### config.mk
export PLATFORM = sky130hd
export DESIGN_NAME = instruction_fetch
export DESIGN_NICKNAME = d
export VERILOG_FILES = /design/src/rtl/instruction_fetch.sv
export SDC_FILE = /design/constraint.sdc
export NUM_CORES = 1
export LEC_CHECK = 0
export BUFFER_PORTS_ARGS = -buffer_cell sky130_fd_sc_hd__buf_2
export CAP_MARGIN = 20
export CELL_PAD_IN_SITES_DETAIL_PLACEMENT = 2
export CELL_PAD_IN_SITES_GLOBAL_PLACEMENT = 2
export CORE_MARGIN = 5
export CORE_UTILIZATION = 31
export CTS_CLUSTER_SIZE = 25
export DETAILED_ROUTE_END_ITERATION = 10
export PLACE_DENSITY = 0.91
export SETUP_SLACK_MARGIN = 0.05
export SYNTH_ARGS = -nofsm -noshare
export SYNTH_HDL_FRONTEND = slang
export SYNTH_SLANG_ARGS = --single-unit
### constraint.sdc
create_clock -name clk -period 2.4 [get_ports clk]
set_clock_uncertainty 0.05 [all_clocks]
set_input_delay 0.24 -clock clk [delete_from_list [all_inputs] [get_ports clk]]
set_output_delay 0.24 -clock clk [all_outputs]
set_load 0.005 [all_outputs]
### src/rtl/instruction_fetch.sv
// rtl/instruction_fetch.sv - RV32I IF stage: PC generation, imem fetch, IF/ID register
module instruction_fetch #(
  parameter logic [31:0] RESET_PC  = 32'h00000000,
  parameter logic [31:0] NOP_INSTR = 32'h00000013
) (
  input  logic        clk,
  input  logic        rst,
  input  logic        stall,
  input  logic        redirect_en,
  input  logic [31:0] redirect_pc,
  output logic        imem_req,
  output logic [31:0] imem_addr,
  input  logic [31:0] imem_rdata,
  input  logic        imem_valid,
  output logic [31:0] IF_ID_IR,
  output logic [31:0] IF_ID_PC,
  output logic        IF_ID_valid
);

  // ISSUE: request goes out this cycle; WAIT: live request outstanding;
  // HOLD: response parked while decode is stalled; DRAIN: stale request outstanding.
  typedef enum logic [1:0] {
    S_ISSUE = 2'd0,
    S_WAIT  = 2'd1,
    S_HOLD  = 2'd2,
    S_DRAIN = 2'd3
  } state_t;

  state_t      state_q, state_d;
  logic [31:0] pc_q, pc_d;
  logic [31:0] ir_q, ir_d;
  logic [31:0] ifpc_q, ifpc_d;
  logic        vld_q, vld_d;
  logic [31:0] hold_ir_q, hold_ir_d;
  logic [31:0] hold_pc_q, hold_pc_d;
  logic [31:0] pc_plus4;
  logic [31:0] redirect_target;
  logic        req_outstanding;

  assign pc_plus4        = pc_q + 32'd4;
  assign redirect_target = redirect_pc & 32'hFFFF_FFFC;

  // A request is in flight after this edge if one is already waiting, or if
  // ISSUE is putting one on the bus right now.
  assign req_outstanding = (state_q == S_ISSUE) || (state_q == S_WAIT) || (state_q == S_DRAIN);

  // Next-state, request strobe and IF/ID update; redirect overrides everything else.
  always_comb begin
    state_d   = state_q;
    pc_d      = pc_q;
    ir_d      = ir_q;
    ifpc_d    = ifpc_q;
    vld_d     = vld_q;
    hold_ir_d = hold_ir_q;
    hold_pc_d = hold_pc_q;
    imem_req  = 1'b0;
    imem_addr = pc_q;

    // Any non-stalled cycle that does not deliver an instruction is a bubble.
    if (!stall) begin
      ir_d  = NOP_INSTR;
      vld_d = 1'b0;
    end

    case (state_q)
      S_ISSUE: begin
        imem_req = 1'b1;
        state_d  = S_WAIT;
      end
      S_WAIT: begin
        if (imem_valid) begin
          if (!stall) begin
            ir_d      = imem_rdata;
            ifpc_d    = pc_q;
            vld_d     = 1'b1;
            pc_d      = pc_plus4;
            imem_req  = 1'b1;
            imem_addr = pc_plus4;
          end else begin
            hold_ir_d = imem_rdata;
            hold_pc_d = pc_q;
            state_d   = S_HOLD;
          end
        end
      end
      S_HOLD: begin
        if (!stall) begin
          ir_d    = hold_ir_q;
          ifpc_d  = hold_pc_q;
          vld_d   = 1'b1;
          pc_d    = pc_plus4;
          state_d = S_ISSUE;
        end
      end
      S_DRAIN: begin
        if (imem_valid) begin
          state_d = S_ISSUE;
        end
      end
      default: state_d = S_ISSUE;
    endcase

    if (redirect_en) begin
      ir_d      = NOP_INSTR;
      ifpc_d    = 32'd0;
      vld_d     = 1'b0;
      pc_d      = redirect_target;
      hold_ir_d = 32'd0;
      hold_pc_d = 32'd0;
      // Only ISSUE keeps its strobe; the WAIT back-to-back request is cancelled.
      imem_req  = (state_q == S_ISSUE);
      imem_addr = pc_q;
      if (req_outstanding && !(imem_valid && (state_q != S_ISSUE))) begin
        state_d = S_DRAIN;
      end else begin
        state_d = S_ISSUE;
      end
    end

    if (rst) begin
      imem_req = 1'b0;
    end
  end

  // State, PC, IF/ID and hold-buffer registers.
  always_ff @(posedge clk) begin
    if (rst) begin
      state_q   <= S_ISSUE;
      pc_q      <= RESET_PC;
      ir_q      <= NOP_INSTR;
      ifpc_q    <= 32'd0;
      vld_q     <= 1'b0;
      hold_ir_q <= 32'd0;
      hold_pc_q <= 32'd0;
    end else begin
      state_q   <= state_d;
      pc_q      <= pc_d;
      ir_q      <= ir_d;
      ifpc_q    <= ifpc_d;
      vld_q     <= vld_d;
      hold_ir_q <= hold_ir_d;
      hold_pc_q <= hold_pc_d;
    end
  end

  assign IF_ID_IR    = ir_q;
  assign IF_ID_PC    = ifpc_q;
  assign IF_ID_valid = vld_q;

endmodule

## After elaboration in Yosys (flattened, before gate mapping)

Cells that the tools add are included.
Widths: inputs -> output; s select.

| word-level totals | value |
|---|---|
| register bits | 163 |
| bits of input ports | 69 |
| output and inout bits | 98 |
| logic and storage cells | 63 |

| cells by class | value |
|---|---|
| add/subtract/negate cells | 1 |
| equal/unequal tests | 10 |
| mux-type cells | 31 |
| reductions and logical operators | 13 |

Operators by type and width:

| kind | count |
|---|---|
| $mux 32 | 12 |
| $pmux 32 s2 | 3 |
| $add 32x3->32 const B | 1 |
| $mux 2 | 6 |
| $ne 3x3->1 const B | 4 |
| $pmux 2 s4 | 1 |
| $reduce_and 4->1 | 2 |
| $mux 1 | 7 |
| $ne 2x2->1 const B | 3 |
| $eq 2x2->1 const B | 2 |
| $pmux 1 s2 | 2 |
| $reduce_bool 2->1 | 2 |
| $reduce_and 3->1 | 1 |
| $reduce_bool 3->1 | 1 |
| $eq 2x1->1 const B | 1 |
| $logic_and 1x1->1 | 2 |
| $logic_not 2->1 | 1 |
| $logic_or 1x1->1 | 2 |
| $reduce_or 2->1 | 1 |
| $logic_not 1->1 | 1 |

## Longest topological paths before layout

| logic depth | value |
|---|---|
| depth in word-level cells | 6 |
| depth in mapped cells | 10 |
| depth with buffers taken out | 6 |

## Least setup slack after synthesis

No wires, ideal clock.

| timing | value |
|---|---|
| path kind | flip-flop to flip-flop |
| from | reg pc_q[3] |
| to | reg pc_q[30] |
| library setup time | 0.091 ns |
| data arrival time | 2.001 ns |
| data required time | 2.259 ns |
| path slack | 0.258 ns |
| stages on the path, launching flop included | 7 |
| path buffers | 1 |
| clock period less this slack | 2.142 ns |
| path through | dfxtp_1 ha_1 nand4b_1 or4_1 clkbuf_2 or4_1 a311oi_1 |

| on the way | value |
|---|---|
| word-level cells in the longest chain between the ends | 5 |

Ends and longest elaborated chain:

| element | line | text |
|---|---|---|
| start, declared | 30 | `logic [31:0] pc_q, pc_d;` |
| start signal, assigned | 137 | `pc_q <= pc_d;` |
| $add 32x3->32 (*) | 40 | `assign pc_plus4 = pc_q + 32'd4;` |
| $mux 32 (*) | n/a |  |
| $mux 32 | n/a |  |
| $pmux 32 s2 (*) | 65 | `case (state_q)` |
| $mux 32 (*) | 103 | `if (redirect_en) begin` |

Mark *: on every way between the ends. The rest lies on a longest branch, timed or not.
A chain may end at the register's enable or synchronous reset.

## Worst setup path in the final report

| timing | value |
|---|---|
| from | reg pc_q[3] |
| to | reg pc_q[11] |

Same word-level chain as after synthesis.

==> results.yml <==
global_route:
  grt_max_degree: 80
  grt_use_met1_pct: 30.0
  grt.met2_usage_pct: 49.5
  first_global_vias: 10200
  grt_antenna_before_repair: 3
  grt.total_usage_pct: 27.5
  grt_pass1_wl_um: 62000
  overflow: 0
  met3_usage_pct: 6.23
  busiest_layer: "met2"
sta:
  setup_viol: 43
  whs_ns: 0.00145
  slew_viol_final: 0
  rsz0062_at_grt: "yes"
  min_period_over_period_pct: 118
  finalCriticalPeriod_ns: 2.82
  relSlewSlack_pct: 43.8
  tightest_slew_ns: 0.842
  max_clock_freq_ghz: 0.355
  final-hold-violation-count: 0
  fin_ws_ns: -0.421
setup_path:
  cpLargestDelayFamily: "buffers and inverters"
  end_kind: "register"
  cp_common_cell: "buf_4"
  cp_slowest_cell: "nor4_2"
  crit_arrival_ns: 3.11
  startpoint_type: "register"
  path_cells: "buf_4 > nand3b_4 > buf_8 > buf_4 > buf_4 > nor4_2 > buf_4 > xnor2_1 > a211oi_1"
  cp.required_ns: 2.68
  crit_buf_inv: 5
  critPathKind: "register to register"
  crit_fanout: 6
  critPathMaxStageDelay_ns: 0.65
logic_synthesis:
  yosys_warnings: 0
  synth_area_leaders: "dfxtp_1, nand2_1, a21oi_1, a211oi_1, clkbuf_1"
  syn_avg_cell_area_um2: 7.71
  ys_seq_area_share_pct: 38.8
  yosys.area.top_type_share_pct: 38.8
  ys_seq_elements: 157
  netlist_area_um2: 8100
  synth-edff-count: 0
  synth_most_common_cell: "nand2_1"
  netlist_top_cells_count: "nand2_1, dfxtp_1, a21oi_1"
  synth_flop_cell: "dfxtp_1"
  yosysTopAreaCell: "dfxtp_1"
  synth_cell_types: 59
  syn_inst: 1050
  synth-async-reset-ratio_pct: 0
layout:
  fin_nets: 1320
  area_growth_pct: 40.7
  final_area_um2: 11400
  insertedDiodeCount: 0
  fin_cells: 1594
  drive_gt1_share_pct: 33.3
floorplan:
  die_height_um: 172
  dieArea_um2: 29500
  die_w_um: 172
  row_count: 59
  ioPinCount: 167
  initial_utilization_pct: 31.3
  core-area_um2: 25900
power_and_ir_drop:
  power_frac_seq_pct: 39.1
  vdd_ir_drop_max_v: 0.000440
  finalPower_mw: 7.18
  power_frac_comb_pct: 22.4
  p_sw_share_pct: 35.3
  p_sw_mw: 2.54
  p_leak_nw: 4.51
  powerDensity_nw_per_um2: 630
  pwr-share-clk_pct: 38.5
  intPower_mw: 4.64
drt:
  drcViolationCount: 0
  vias: 9539
  viasPerCell: 5.98
  drt_pass1_iterations: 5
  wl_per_cell_um: 29.3
  ant_nets: 0
  initialDrtViolationCount: 734
  wl_um: 46700
clock_network:
  clk_pin_slew_ns: 0.09
  cts_max_path_buffers: 2
  htreeDepth: 4
  insertion_delay_ns: 0.46
  tritoncts: "done"
  root_buffer: "clkbuf_16"
  numCtsBuffers: 17
  cts_sinks: 157
run_status:
  status: "complete, but fails checks"
  violations: "setup timing"
min_path:
  worstHoldPathType: "primary input to register"
place:
  io_buffers: 160
  place_area_um2: 9460
  dp_cells: 1501
  hpwl_um: 22700
  place_ws_ns: -0.0520
  routabilityCongestion: 0.833
flow_run:
  drv_cap: 0
final cells by class:
| class | count | area [um2] |
|---|---|---|
| flip-flops and latches | 157 | 3180 |
| fillers | 2838 | 14500 |
| multi-input cells | 765 | 5090 |
| repair buffers | 284 | 2070 |
| clock buffers | 18 | 429 |
| clock inverters | 14 | 124 |
| well taps | 335 | 419 |
| inverters | 21 | 81.3 |
metrics by stage:
stage | utilization, % | setup TNS, ns
after global placement | 36.5 | 0
after detailed placement | 36.5 | -0.104
after CTS | 41.8 | -0.936
after global routing | 44.0 | -9.52
after floorplan | - | 0
final | 44.0 | -7.89
layout by cell type, fill, tap and decap left out, types with 6 or more instances in the layout:
| cell type | n |
|---|---|
| nand2_1 | 195 |
| buf_2 | 159 |
| dfxtp_1 | 138 |
| a21oi_1 | 123 |
| buf_4 | 78 |
| nor2_1 | 59 |
| a211oi_1 | 45 |
| o21ai_0 | 42 |
| and2_1 | 33 |
| nand3b_1 | 33 |
| mux2i_1 | 32 |
| buf_6 | 21 |
| clkbuf_16 | 20 |
| inv_1 | 19 |
| nand4_1 | 15 |
| buf_12 | 14 |
| dfxtp_2 | 12 |
| xnor2_2 | 11 |
| xnor2_1 | 11 |
| nor4_4 | 9 |
| and4_1 | 7 |
| xor2_1 | 7 |
| a311oi_1 | 7 |
| dlygate4sd3_1 | 7 |
| dfxtp_4 | 7 |
| or4_4 | 6 |
| nor3_4 | 6 |
| nor2_4 | 6 |
| nor4_1 | 6 |
worst paths after layout:
| kind | from | end | slack [ns] | cells after the start |
|---|---|---|---|---|
| worst max-delay path | pc_q[3]$_SDFFE_PP0P_ | pc_q[11]$_SDFFE_PP0P_ | -0.42 | 9 |
| worst min-delay path | imem_rdata[30] | hold_ir_q[30]$_SDFFE_PP0P_ | 0.001 | 3 |
| worst max register to register | pc_q[3]$_SDFFE_PP0P_ | pc_q[11]$_SDFFE_PP0P_ | -0.42 | 9 |
| worst min register to register | hold_ir_q[28]$_SDFFE_PP0P_ | hold_ir_q[28]$_SDFFE_PP0P_ | 0.41 | 2 |
per-layer routing:
metal,vias to the layer above,wire length [um]
met5,-,47
met4,6,3590
li1,4026,-
met1,4747,16800
met2,527,23200
met3,233,3040
cells by family after synthesis:
| logic type | count (synthesis) | synth area share, % |
|---|---|---|
| flops | 157 | 38.8 |
| buf+inv | 131 | 6.73 |
| simple gates | 431 | 26.5 |
| other cells | 1 | 0.0463 |
| mux | 33 | 4.09 |
| fa+ha+maj | 5 | 0.772 |
| compound gates | 256 | 19.1 |
| xor+xnor | 36 | 3.89 |
flip-flops by register name, summed over array words and instances (netlist names):
name	count
pc_q	30
IF_ID_PC	30
IF_ID_IR	32
hold_pc_q	30
state_q	2
IF_ID_valid	1
hold_ir_q	32
repair_timing:
item | in CTS | in global routing
setup buffers | 36 | 16
gates cloned | 1 | 3
pin swaps | 36 | 47
setup endpoints to repair | 43 | 47
hold endpoints to repair | 7 | 0
resized for setup | 96 | 69
hold buffers | 7 | 0
power groups by stage:
stage | Sequential (mW) | Clock, mW | Combinational, mW
2_1_floorplan | 2.80 | 0 | 0.728
3_3_place_gp | 2.82 | 0 | 1.19
3_5_place_dp | 2.83 | 0 | 1.25
4_1_cts | 2.79 | 2.73 | 1.36
5_1_grt | 2.81 | 2.92 | 1.68
6_report | 2.81 | 2.77 | 1.60
tightest hold or removal path, delay by kind of cell:
kind / cells / cell delay [ns]
compound gates: 1 / 0.05
simple gates: 1 / 0.05
buf+inv: 1 / 0.11
(Power assumes the default switching activity.)
